===== src/rtl/prescale_counter_if.sv =====
// Bundle of control inputs and count outputs for prescale_counter.
// There is no valid/ready handshake on this bus: every input is sampled on
// each rising clk edge, load is a single-cycle strobe, and every output is
// registered and valid on every cycle after reset.
interface prescale_counter_if #(
    parameter int WIDTH      = 32,
    parameter int PRESCALE_W = 8
);
    logic                  en;
    logic [PRESCALE_W-1:0] div;
    logic                  dir;
    logic [WIDTH-1:0]      limit;
    logic                  load;
    logic [WIDTH-1:0]      load_val;
    logic [WIDTH-1:0]      q;
    logic [WIDTH-1:0]      q_gray;
    logic                  tc;
    // Prescaler phase, exposed for observation only.
    logic [PRESCALE_W-1:0] pcnt;

    // Controller side: drives configuration, observes the count.
    modport master (
        output en, div, dir, limit, load, load_val,
        input  q, q_gray, tc, pcnt
    );

    // Counter side.
    modport slave (
        input  en, div, dir, limit, load, load_val,
        output q, q_gray, tc, pcnt
    );
endinterface


===== src/rtl/prescale_counter.sv =====
// Counter of configurable width with a clock-enable prescaler, up/down
// direction, programmable wrap limit, synchronous load, a registered
// terminal-count pulse and a registered Gray-coded copy of the count.
module prescale_counter #(
    parameter int WIDTH      = 32,
    parameter int PRESCALE_W = 8
) (
    input  logic                 clk,
    input  logic                 reset,
    prescale_counter_if.slave    bus
);
    localparam logic [WIDTH-1:0]      CNT_ONE  = {{(WIDTH-1){1'b0}}, 1'b1};
    localparam logic [PRESCALE_W-1:0] PCNT_ONE = {{(PRESCALE_W-1){1'b0}}, 1'b1};

    logic [PRESCALE_W-1:0] pcnt_q, pcnt_d;
    logic [WIDTH-1:0]      cnt_q,  cnt_d;
    logic [WIDTH-1:0]      gray_q, gray_d;
    logic                  tc_q,   tc_d;
    logic                  tick;

    // Tick when the prescaler phase has reached the divisor. Using >= lets a
    // lowered div take effect at once instead of waiting for pcnt to roll over.
    assign tick = bus.en && (pcnt_q >= bus.div);

    // Next-state logic: load beats the enable/tick path; the gray code is
    // always derived from the next count so it can never disagree with q.
    always_comb begin
        pcnt_d = pcnt_q;
        cnt_d  = cnt_q;
        tc_d   = 1'b0;
        if (bus.load) begin
            // A load cancels any tick in the same cycle and restarts the
            // prescaler period. The value is deliberately not clamped.
            cnt_d  = bus.load_val;
            pcnt_d = '0;
        end else if (bus.en) begin
            if (tick) begin
                pcnt_d = '0;
                if (bus.dir) begin
                    // Up: a loaded value above limit also wraps to 0.
                    if (cnt_q >= bus.limit) begin
                        cnt_d = '0;
                        tc_d  = 1'b1;
                    end else begin
                        cnt_d = cnt_q + CNT_ONE;
                    end
                end else begin
                    // Down: only 0 wraps; a value above limit just decrements.
                    if (cnt_q == '0) begin
                        cnt_d = bus.limit;
                        tc_d  = 1'b1;
                    end else begin
                        cnt_d = cnt_q - CNT_ONE;
                    end
                end
            end else begin
                pcnt_d = pcnt_q + PCNT_ONE;
            end
        end
        gray_d = cnt_d ^ (cnt_d >> 1);
    end

    // State registers with synchronous active-high reset.
    always_ff @(posedge clk) begin
        if (reset) begin
            pcnt_q <= '0;
            cnt_q  <= '0;
            gray_q <= '0;
            tc_q   <= 1'b0;
        end else begin
            pcnt_q <= pcnt_d;
            cnt_q  <= cnt_d;
            gray_q <= gray_d;
            tc_q   <= tc_d;
        end
    end

    assign bus.q      = cnt_q;
    assign bus.q_gray = gray_q;
    assign bus.tc     = tc_q;
    assign bus.pcnt   = pcnt_q;
endmodule


===== src/flat_wrapper.sv =====
// flat-port wrapper written by rule: the top's interface ports become plain ports
module prescale_counter_flat 
#(
    parameter int WIDTH      = 32,
    parameter int PRESCALE_W = 8
)
  (clk, reset, bus_en, bus_div, bus_dir, bus_limit, bus_load, bus_load_val, bus_q, bus_q_gray, bus_tc, bus_pcnt);
  prescale_counter_if #(.WIDTH(WIDTH), .PRESCALE_W(PRESCALE_W)) bus_i ();
  input  logic clk;
  input  logic reset;
  input wire logic [$bits(bus_i.en)-1:0] bus_en;
  input wire logic [$bits(bus_i.div)-1:0] bus_div;
  input wire logic [$bits(bus_i.dir)-1:0] bus_dir;
  input wire logic [$bits(bus_i.limit)-1:0] bus_limit;
  input wire logic [$bits(bus_i.load)-1:0] bus_load;
  input wire logic [$bits(bus_i.load_val)-1:0] bus_load_val;
  output wire logic [$bits(bus_i.q)-1:0] bus_q;
  output wire logic [$bits(bus_i.q_gray)-1:0] bus_q_gray;
  output wire logic [$bits(bus_i.tc)-1:0] bus_tc;
  output wire logic [$bits(bus_i.pcnt)-1:0] bus_pcnt;
  assign bus_i.en = bus_en;
  assign bus_i.div = bus_div;
  assign bus_i.dir = bus_dir;
  assign bus_i.limit = bus_limit;
  assign bus_i.load = bus_load;
  assign bus_i.load_val = bus_load_val;
  assign bus_q = bus_i.q;
  assign bus_q_gray = bus_i.q_gray;
  assign bus_tc = bus_i.tc;
  assign bus_pcnt = bus_i.pcnt;
  prescale_counter #(.WIDTH(WIDTH), .PRESCALE_W(PRESCALE_W)) u_core (.clk(clk), .reset(reset), .bus(bus_i));
endmodule

===== config.mk =====
export PLATFORM = sky130hd
export DESIGN_NAME = prescale_counter_flat
export DESIGN_NICKNAME = d
export VERILOG_FILES = /design/src/rtl/prescale_counter_if.sv /design/src/rtl/prescale_counter.sv /design/src/flat_wrapper.sv
export SDC_FILE = /design/constraint.sdc
export NUM_CORES = 1
export LEC_CHECK = 0
export BUFFER_PORTS_ARGS = -buffer_cell sky130_fd_sc_hd__buf_2
export CAP_MARGIN = 20
export CORE_MARGIN = 2
export CORE_UTILIZATION = 49
export DETAILED_ROUTE_END_ITERATION = 7
export HOLD_SLACK_MARGIN = 0.08
export PLACE_DENSITY = 0.8
export SLEW_MARGIN = 20
export SYNTH_ARGS = -nofsm -noshare
export SYNTH_HDL_FRONTEND = slang
export SYNTH_SLANG_ARGS = --single-unit

===== constraint.sdc =====
create_clock -name clk -period 7.9 [get_ports clk]
set_input_delay 0.79 -clock clk [delete_from_list [all_inputs] [get_ports clk]]
set_output_delay 0.79 -clock clk [all_outputs]
set_load 0.01 [all_outputs]

-- Yosys cells after proc, flatten, opt, wreduce, memory -nomap -nowiden
Cells that the tools add are included.
- register bits: 73
- input port bits: 77
- add/subtract/negate cells: 3
- magnitude comparators: 2
- mux-type cells: 10
- bitwise operators: 3
- reduce and logical (&&, ||, !) cells: 4
- operators with widths (kind ; number):
    $mux W32 ; 6
    $add A32 B1 Y32 const B ; 1
    $ge A32 B32 Y1 ; 1
    $logic_not A32 Y1 ; 1
    $sub A32 B1 Y32 const B ; 1
    $xor A32 B31 Y32 ; 1
    $add A8 B1 Y8 const B ; 1
    $ge A8 B8 Y1 ; 1
    $mux W8 ; 1
    $reduce_or A4 Y1 ; 1
    $mux W1 ; 3
    $not A1 Y1 ; 2
    $reduce_or A2 Y1 ; 1
    $logic_and A1 B1 Y1 ; 1

-- Longest topological paths before layout
- depth after elaboration: 7
- gate-level depth with buffers: 13
- gate-level depth less buffers: 11

-- Worst setup path before layout
OpenSTA, ideal clock, no wires.
- kind: in2reg
- start: input bus_limit[14]
- end: register u_core.gray_q[19] (netlist: u_core.bus.q_gray[19])
- arrival time: 3.393 ns
- data required time: 7.772 ns
- slack: 4.380 ns
- stages on the path: 12
- cell sequence: inv_1 > ha_1 > and4_1 > nand2_1 > or4_1 > a311o_1 > and3_1 > clkbuf_1 > buf_1 > a221oi_1 > xnor2_1 > nor2_1
- cells in the longest elaborated chain, start to end: 7
- RTL lines (what ; line ; text):
    start, declared ; flat_wrapper.sv:14 ; input wire logic [$bits(bus_i.limit)-1:0] bus_limit;
    $ge A32 B32 Y1 ; prescale_counter.sv:41 ; if (cnt_q >= bus.limit) begin
    $mux W32 ; prescale_counter.sv:41 ;
    $mux W32 ; prescale_counter.sv:39 ; if (bus.dir) begin
    $mux W32 ; prescale_counter.sv:37 ; if (tick) begin
    $mux W32 ; prescale_counter.sv:36 ; end else if (bus.en) begin
    $mux W32 ; prescale_counter.sv:31 ; if (bus.load) begin
    $xor A32 B31 Y32 ; prescale_counter.sv:60 ; gray_d = cnt_d ^ (cnt_d >> 1);
    end signal, assigned ; prescale_counter.sv:73 ; gray_q <= gray_d;
    end, declared ; prescale_counter.sv:17 ; logic [WIDTH-1:0] gray_q, gray_d;
Every way passes these cells.
A chain may end at the register's enable or synchronous reset.

-- Worst setup path in the final report
- start: register u_core.cnt_q[18] (netlist: u_core.bus.q[18])
- end: register u_core.gray_q[7] (netlist: u_core.bus.q_gray[7])
- cells in the longest elaborated chain, start to end: 7
- RTL lines (what ; line ; text):
    start, declared ; prescale_counter.sv:16 ; logic [WIDTH-1:0] cnt_q, cnt_d;
    start signal, assigned ; prescale_counter.sv:72 ; cnt_q <= cnt_d;
    $ge A32 B32 Y1 or $logic_not A32 Y1 (tied branches) ; prescale_counter.sv:41, prescale_counter.sv:49 ;
    $mux W32, on equally long branches ; prescale_counter.sv:41, prescale_counter.sv:49 ;
    $mux W32 * ; prescale_counter.sv:39 ;
    $mux W32 * ; prescale_counter.sv:37 ;
    $mux W32 * ; prescale_counter.sv:36 ;
    $mux W32 * ; prescale_counter.sv:31 ;
    $xor A32 B31 Y32 * ; prescale_counter.sv:60 ;
Mark *: on every way between the ends. The rest lies on a longest branch, timed or not.

==> flow_summary.ini <==
[sta]
worstMarginPinSlew_ns = 1.218
finalSetupViolCount = 0
slew-limit-headroom_pct = 18.10
fin_crit_ns = 4.031
skew_ns = 0.007800
fin_setup_tns_ns = 0
final_hold_viol_count = 0
fmax_mhz = 248.1
drv_slew = 0
post-route-period-util_pct = 51.03
rsz0062_at_grt = no

[hold_path]
worstHoldPathType = reg -> reg

[critical_path]
startpoint_type = flop
crit_end = u_core.bus.q_gray[7]
rr_endpoint = u_core.bus.q_gray[7]
required_ns = 8.11
critPathArrivalTime_ns = 4.24
crit_start = u_core.bus.q[18]
critPathKind = reg -> reg
r2r_cells = 8
r2r-start = u_core.bus.q[18]
rrSetupSlack_ns = 3.87
crit_fanout = 14
critPathCaptureType = flop

[yosys]
synth_edf_count = 0
synth_nets = 901
synth_top_cell_by_area = dfxtp_1
synthCells = 780
synthArstFlopShare_pct = 0
yosysTopAreaCellShare_pct = 24.30
synth_seq_cells = 72
syn_area_um2 = 5931
avgSynthCellArea_um2 = 7.603
synth_area_leaders = dfxtp_1 24%, ha_1 9.3%, nor2_1 5.4%
synth_ff_type = dfxtp_1
synthDistinctLibCells = 81
yosysWarnings = 0
ys_seq_area_share_pct = 24.30

[die]
placementRows = 40
die_w_um = 114.0
ios = 150
fp.dieH_um = 114.0
start_util_pct = 49.79
core_area_um2 = 11910
die_area_um2 = 13000

[cells_and_area]
stdcell_count = 1047
regArea_um2 = 1441
antenna_cells = 0
num-nets-final = 1016
layout_commonest_cell = buf_2
drive_gt1_share_pct = 22.44
nFillCells = 1115
layout_common_cells = 149 x buf_2, 86 x nor2_1, 72 x dfxtp_1
area_growth_pct = 18.00
multi_input_area_um2 = 4056

[power]
finalPower_mw = 1.108
powerDensity_nw_per_um2 = 158.4
ir_drop_mv = 0.09403
static-leakage-power_nw = 3.202

[clock_tree]
ctsHtreeMaxLevel = 3
worstSkewPairLatency_ns = 0.34
cts_buffers = 9
cts_buffer_depth = 2
cts_resized = 0
cts_tree = built
clkTransAtPathRegs_ns = 0.06
clock_tree.root_cell = clkbuf_16
postCtsHoldBufs = 0
postCtsSetupBuffers = 0
clock-sinks = 72

[global_routing]
grt_max_degree = 74
overflow = 0
antenna_found_initial = 0
grt_pass1_wl_mm = 31.08
grt_pass1_vias = 6042
grt_use_total_pct = 29.91

[detailed_routing]
routed_wl_mm = 19.57
route.detailed.drc = 0
vias = 6584
avgRoutedWirePerCell_um = 18.69
drt_iter0_drc = 763
viasPerCell = 6.288
ant_nets = 0
drtPass1Iterations = 5

[run_status]
outcome = complete, no violations

[placed_design]
placedCellCount = 1031
globalplace.congestion = 0.9746
place_hpwl_mm = 13.98
port_buffers = 149

[flow_run]
cap_violations = 0
routing by layer:
layer  global-route usage [%]  routed length, µm  up-vias
li1                         -                  -     3111
met2                    46.31               8602      397
met3                    5.526               1989       73
met5                        0                  0        -
met1                    40.68               8169     3003
met4                    13.09                806        0
sequential cells by signal (all words and copies together), names as in the netlist:
register / cells
u_core.bus.pcnt: 8
u_core.bus.q: 31
u_core.bus.q_gray: 32
u_core.bus.tc: 1
per-stage QoR:
stage               worst slack (ns)  area, µm²  hold WS, ns  utilization, %
floorplan                      4.380       5931       0.5888               -
global placement               3.790       6689       0.5710           56.16
detailed placement             3.760       6689       0.5763           56.16
CTS                            4.055       6997       0.5930           58.74
global route                   3.797       6998       0.6575           58.75
finish                         3.869       6998       0.5935           58.75
Yosys cell counts (all sizes together), types with 3 or more instances:
master,count
a211oi,6
a21o,4
a21oi,39
a221o,3
a221oi,16
a22oi,8
a2bb2oi,3
a311o,3
a31oi,13
and2,7
and3,23
and4,5
buf,17
clkbuf,36
dfxtp,72
ha,44
inv,54
mux2i,8
nand2,65
nand2b,9
nand3,14
nand4,29
nor2,86
nor2b,5
nor3,22
nor4,25
o2111ai,3
o211ai,5
o21a,5
o21ai,32
o22ai,6
o2bb2ai,4
o311ai,3
o31ai,6
o32ai,4
or2,3
or3,7
or4,8
xnor2,25
xor2,17
how the worst min path moves through the flow:
stage / start / endpoint / depth (start not counted)
3_5_place_dp: u_core.bus.pcnt[3] / u_core.bus.pcnt[3] / 2
4_1_cts: u_core.bus.pcnt[3] / u_core.bus.pcnt[3] / 2
6_report: u_core.bus.pcnt[3] / u_core.bus.pcnt[3] / 2
5_1_grt: u_core.bus.pcnt[0] / u_core.bus.pcnt[0] / 2
3_3_place_gp: u_core.bus.pcnt[7] / u_core.bus.pcnt[7] / 2
2_1_floorplan: u_core.bus.pcnt[7] / u_core.bus.pcnt[7] / 2
power by group:
part           total [mW]  internal [mW]  switching (mW)  leakage [nW]
Sequential          0.422          0.389          0.0322         0.595
Clock               0.421          0.260           0.160         0.148
Combinational       0.266          0.110           0.156          2.46
cells by family after synthesis:
kind of cell,after synthesis,share of synthesized area (%)
XOR/XNOR,42,6.202
adder cells (fa/ha/maj),44,9.283
buffers and inverters,107,7.321
AO/OA/AOI/OAI,187,23.10
AND/OR/NAND/NOR,318,28.06
multiplexers,10,1.730
flip-flops,72,24.30
layout make-up:
class | instances | area share, %
multi-input combinational | 601 | 57.97
tap | 147 | 2.628
clock buffer | 11 | 3.612
timing repair buffer | 157 | 11.51
inverter | 54 | 2.896
clock inverter | 5 | 0.7867
sequential | 72 | 20.60
worst max-delay path, stage by stage, from the launching register on:
cell and delay [ns]:
dfxtp_1 0.47, or4_1 0.62, or3_1 0.58, o31ai_1 1.09, o21ai_0 0.25, a221oi_1 0.34, o21ai_1 0.24, xnor2_1 0.25
nor2_1 0.05
Note: power is estimated with default switching activity, not from simulation.
